$ cat src/rtl/rs232_pkg.sv
// rs232_pkg: line level type, default line voltages and the receive classifier.
package rs232_pkg;
  typedef enum logic [1:0] {LVL_MARK, LVL_SPACE, LVL_UNDEF} rs232_level_e;
  localparam int V_DRIVE_DEF = 12;
  localparam int V_THR_DEF = 3;
  function automatic rs232_level_e classify(input int v, input int thr);
    return v < -thr ? LVL_MARK : (v > thr ? LVL_SPACE : LVL_UNDEF);
  endfunction
endpackage

$ cat src/rtl/rs232_rx_chan.sv
// rs232_rx_chan: one receive channel - input register, hysteresis classifier,
// glitch filter, break detector and undefined-level fault detector.
module rs232_rx_chan
  import rs232_pkg::*;
#(
  parameter int V_W       = 6,
  parameter int V_THR     = V_THR_DEF,
  parameter int FILT_LEN  = 4,
  parameter int BREAK_CYC = 64,
  parameter int FAULT_CYC = 16
) (
  input  logic           clk,
  input  logic           rst_n,
  input  logic [V_W-1:0] rx_v,
  output logic           uart_rx,
  output logic           break_det,
  output logic           line_fault
);
  localparam int FW = $clog2(FILT_LEN + 1);
  localparam int BW = $clog2(BREAK_CYC + 1);
  localparam int QW = $clog2(FAULT_CYC + 1);
  logic signed [V_W-1:0] v_q, v_d;
  logic [FW-1:0] filt_q, filt_d;
  logic [BW-1:0] brk_q, brk_d;
  logic [QW-1:0] flt_q, flt_d;
  logic rx_q, rx_d, break_q, break_d, fault_q, fault_d;
  rs232_level_e lvl;
  logic opp, flip;
  always_comb begin
    v_d = rx_v;
    lvl = classify(int'(v_q), V_THR);
    opp = (lvl == LVL_MARK && !rx_q) || (lvl == LVL_SPACE && rx_q);
    flip = opp && filt_q == FW'(FILT_LEN - 1);
    filt_d = (flip || (lvl != LVL_UNDEF && !opp)) ? '0 : (opp ? filt_q + 1'b1 : filt_q);
    rx_d = flip ? !rx_q : rx_q;
    brk_d = rx_q ? '0 : (brk_q == BW'(BREAK_CYC) ? brk_q : brk_q + 1'b1);
    break_d = !rx_q && brk_d == BW'(BREAK_CYC);
    flt_d = lvl != LVL_UNDEF ? '0 : (flt_q == QW'(FAULT_CYC) ? flt_q : flt_q + 1'b1);
    fault_d = flt_d == QW'(FAULT_CYC);
  end
  always_ff @(posedge clk or negedge rst_n) begin
    if (!rst_n) begin
      v_q <= '0;
      filt_q <= '0;
      brk_q <= '0;
      flt_q <= '0;
      rx_q <= 1'b1;
      break_q <= 1'b0;
      fault_q <= 1'b0;
    end else begin
      v_q <= v_d;
      filt_q <= filt_d;
      brk_q <= brk_d;
      flt_q <= flt_d;
      rx_q <= rx_d;
      break_q <= break_d;
      fault_q <= fault_d;
    end
  end
  assign uart_rx = rx_q;
  assign break_det = break_q;
  assign line_fault = fault_q;
endmodule

$ cat src/rtl/rs232_phy_mc.sv
// rs232_phy_mc: multi-channel clocked RS-232 PHY (registered drivers + filtered receivers).
// Define RS232_LOOPBACK_EN to add the per-channel lpbk port routing the driver into the receiver.
module rs232_phy_mc
  import rs232_pkg::*;
#(
  parameter int NUM_CH    = 2,
  parameter int V_W       = 6,
  parameter int V_DRIVE   = rs232_pkg::V_DRIVE_DEF,
  parameter int V_THR     = rs232_pkg::V_THR_DEF,
  parameter int FILT_LEN  = 4,
  parameter int BREAK_CYC = 64,
  parameter int FAULT_CYC = 16
) (
  input  logic                  clk,
  input  logic                  rst_n,
  input  logic [NUM_CH-1:0]     uart_tx,
  input  logic [NUM_CH-1:0]     tx_en,
`ifdef RS232_LOOPBACK_EN
  input  logic [NUM_CH-1:0]     lpbk,
`endif
  output logic [NUM_CH*V_W-1:0] rs232_tx,
  input  logic [NUM_CH*V_W-1:0] rs232_rx,
  output logic [NUM_CH-1:0]     uart_rx,
  output logic [NUM_CH-1:0]     break_det,
  output logic [NUM_CH-1:0]     line_fault
);
  logic [NUM_CH*V_W-1:0] drv_q, drv_d, rx_in;
  always_comb begin
    drv_d = '0;
    for (int i = 0; i < NUM_CH; i++)
      drv_d[i*V_W +: V_W] = tx_en[i] ? (uart_tx[i] ? V_W'(-V_DRIVE) : V_W'(V_DRIVE)) : '0;
  end
  always_ff @(posedge clk or negedge rst_n) begin
    if (!rst_n) drv_q <= '0;
    else drv_q <= drv_d;
  end
`ifdef RS232_LOOPBACK_EN
  // drv_q keeps the unforced driver value so a looped channel still sees its own TX
  logic [NUM_CH*V_W-1:0] tx_q, tx_d;
  always_comb begin
    tx_d = '0;
    for (int i = 0; i < NUM_CH; i++)
      tx_d[i*V_W +: V_W] = lpbk[i] ? '0 : drv_d[i*V_W +: V_W];
  end
  always_ff @(posedge clk or negedge rst_n) begin
    if (!rst_n) tx_q <= '0;
    else tx_q <= tx_d;
  end
  assign rs232_tx = tx_q;
  always_comb begin
    rx_in = '0;
    for (int i = 0; i < NUM_CH; i++)
      rx_in[i*V_W +: V_W] = lpbk[i] ? drv_q[i*V_W +: V_W] : rs232_rx[i*V_W +: V_W];
  end
`else
  assign rs232_tx = drv_q;
  assign rx_in = rs232_rx;
`endif
  for (genvar g = 0; g < NUM_CH; g++) begin : g_ch
    rs232_rx_chan #(
      .V_W(V_W), .V_THR(V_THR), .FILT_LEN(FILT_LEN),
      .BREAK_CYC(BREAK_CYC), .FAULT_CYC(FAULT_CYC)
    ) u_rx (
      .clk(clk),
      .rst_n(rst_n),
      .rx_v(rx_in[g*V_W +: V_W]),
      .uart_rx(uart_rx[g]),
      .break_det(break_det[g]),
      .line_fault(line_fault[g])
    );
  end
endmodule

$ cat config.mk
export PLATFORM = sky130hd
export DESIGN_NAME = rs232_phy_mc
export DESIGN_NICKNAME = d
export VERILOG_FILES = /design/src/rtl/rs232_pkg.sv /design/src/rtl/rs232_rx_chan.sv /design/src/rtl/rs232_phy_mc.sv
export SDC_FILE = /design/constraint.sdc
export NUM_CORES = 1
export LEC_CHECK = 0
export CORE_MARGIN = 10
export CORE_UTILIZATION = 60
export DETAILED_ROUTE_END_ITERATION = 16
export DONT_BUFFER_PORTS = 1
export GPL_ROUTABILITY_DRIVEN = 0
export GPL_TIMING_DRIVEN = 0
export PLACE_DENSITY = 0.78
export SLEW_MARGIN = 30
export SYNTH_ARGS = -nofsm -noshare
export SYNTH_HDL_FRONTEND = slang
export SYNTH_SLANG_ARGS = --single-unit
$ cat constraint.sdc
create_clock -name clk -period 3.85 [get_ports clk]
set_input_delay 0.77 -clock clk [delete_from_list [all_inputs] [get_ports clk]]
set_output_delay 0.77 -clock clk [all_outputs]
set_load 0.02 [all_outputs]
==> qor.txt <==
Top FF cell, synth - dfrtp_1
yosys warns - 0
Worst Slack Setup Final - 2.03 ns
first-pass GRT wire length - 7680 um
Least-Margin Pin Slew - 0.511 ns
max_slew headroom - 0.658
cts bufs inserted - 5
crit path cell chain - inv_1 > ha_1 > nand2b_1 > or4b_1 > a211oi_2
post-synth cell types - 42
count of buffers from port buffering - 0
crit path max fanout - 5
Synth top cells by count - dfrtp_1 (52), nor2_1 (23), inv_1 (17), buf_4 (13), ha_1 (12)
Longest Clk Path Bufs - 2
endpoints failing setup - 0
# DRC - 0
critical path class - register to register
Max VDD drop - 0.280 mV
Final Hold Fails - 0
maximum clock frequency - 550 MHz
synth top area cells - dfrtp_1 (51%), ha_1 (5.9%), buf_4 (3.8%), nor2_1 (3.4%), xnor2_1 (2.7%)
clock latency on the worst-skew pair - 0.30 ns
nets - 269
vias in the first global route - 1760
most frequent cell after synthesis - dfrtp_1
chip height - 85.2 um
R2R setup slack - 2.03 ns
root buf cell - clkbuf_8
post-route antenna net violation count - 0
Synth top area share - 0.510
post-CTS setup buffers - 0
global-route usage over all layers - 0.125
CTS tree - done
mean routed wirelength per cell - 14.6 um
sequential share of the synthesized area - 0.530
CTS sink cnt - 54
Mapped Area - 2550 sq um
MaxCap Viol Count - 0
total number of vias - 1609
post-synthesis async set-or-reset flop share - 1.00
cts hold-fix bufs - 0
Tcrit/Tclk final - 0.473
slowest CP cell - or4b_1
P&R area growth vs syn - 6.61%
Setup crit end kind - register
worst hold path class - primary input to async pin
RSZ-0062 raised after global routing - no
Power Total - 1.59 mW
num ports - 36
DRT iter0 DRCs - 66
setup TNS after final layout - 0 ns
minimum clock period - 1.82 ns
clock slew at reported path FFs - 0.10 ns
final wirelength - 4250 um
vias per cell - 5.55
die area - 7270 sq um
fraction of layout cells with a size suffix above 1 - 0.138
area leader, netlist - dfrtp_1
H-tree depth - 2
Post-Synthesis Cells - 229
Startpoint Class - register
Filler cells - 310
core area - 4060 sq um
initial antenna violation count - 0
status - finished, final reports clean
Critical Path Max Stage Delay - 0.52 ns
total buffers and inverters traversed by the critical path - 1
Final Util - 0.671
Setup WS pre-CTS - 2.07 ns
Pins Over Slew Limit - 0
CP arrival - 2.05 ns
Post-synth EDFFs - 0
largest net degree at the start of global routing - 55
Initial Utilization - 0.629
Req. time, crit path - 4.08 ns
synthesized area per cell - 11.2 sq um
cell family with most CP delay - simple AND/OR/NAND/NOR gates
first-pass detailed-route iteration total - 4
P_leak - 1.22 nW
PostCTS Resize Cnt - 0
post-DP HPWL - 3150 um
PD cells - 583 nW/um^2
Die W - 85.2 um
number of synthesized register bits - 54
clk_skew - 0.00648 ns
Antenna Cells - 0
Remaining Overflow, GRT - 0
Core Rows - 23
final timing paths:
| kind | end | from | depth (start not counted) |
|---|---|---|---|
| setup / recovery | g_ch[1].u_rx.break_det | g_ch[1].u_rx.brk_q[0] | 5 |
| hold / removal | rs232_tx[9] | rst_n | 0 |
| setup reg to reg | g_ch[1].u_rx.break_det | g_ch[1].u_rx.brk_q[0] | 5 |
| hold reg to reg | g_ch[0].u_rx.filt_q[0] | g_ch[0].u_rx.filt_q[0] | 1 |
| max in group asynchronous | g_ch[0].u_rx.uart_rx | rst_n | 0 |
| min in group clk | g_ch[1].u_rx.v_q[0] | rs232_rx[6] | 0 |
logic make-up after synthesis:
kind of cell,Yosys count,share of synthesized area
and+or+nand+nor,82,0.186
DFF,54,0.530
buffers and inverters,32,0.0661
AOI/OAI and AO/OA,24,0.0701
xor gates and xnor gates,16,0.0549
adders and majority gates,12,0.0588
muxes,8,0.0323
other,1,0.00147
where the power goes:
part           total [mW]  internal (mW)  switching [mW]
Clock               0.321          0.145           0.176
Sequential          0.791          0.678           0.113
Combinational       0.476          0.220           0.256
Total                1.59           1.04           0.545
per-layer routing:
metal,up-vias,track usage,share of wire
met3,8,0.0507,0.067
met1,783,0.133,0.43
met2,29,0.217,0.48
met5,-,0,0
li1,789,-,-
met4,0,0.0479,0.017
worst register-to-register path, stage by stage, from the launching register on:
cell	delay [ns]
dfrtp_1	0.43
inv_1	0.11
ha_1	0.32
nand2b_1	0.15
or4b_1	0.52
a211oi_2	0.22
sequential cells by signal (all words and copies together) (netlist names):
register              count
g_ch.u_rx.filt_q          6
rs232_tx                  6
g_ch.u_rx.brk_q          14
g_ch.u_rx.line_fault      2
g_ch.u_rx.uart_rx         2
g_ch.u_rx.break_det       2
g_ch.u_rx.flt_q          10
g_ch.u_rx.v_q            12
layout make-up:
cell class | count | area [sq um] | area share
buffer | 15 | 105 | 0.0386
clock inverter | 2 | 12.5 | 0.00460
tap | 50 | 62.6 | 0.0230
inverter | 17 | 63.8 | 0.0234
clock buffer | 6 | 82.6 | 0.0303
multi-input combinational | 146 | 1040 | 0.383
sequential | 54 | 1350 | 0.497
cell usage in the layout (no fill, tap or decap), drive strengths merged, types with 6 or more instances in the layout:
master,n
mux2i,6
nor3,9
nand3b,8
dfrtp,52
inv,17
xnor2,8
buf,14
ha,12
clkbuf,7
nand3,12
nor2,24
xor2,8
nand2,6
stage by stage:
| stage | hold WS, ns | instances | area, sq um |
|---|---|---|---|
| floorplan | 0.457 | 232 | 2560 |
| global placement | 0.466 | 282 | 2630 |
| detailed placement | 0.472 | 282 | 2630 |
| CTS | 0.138 | 290 | 2720 |
| global route | 0.126 | 290 | 2720 |
| finish | 0.149 | 290 | 2720 |
Power figures use the tool's default switching activity.
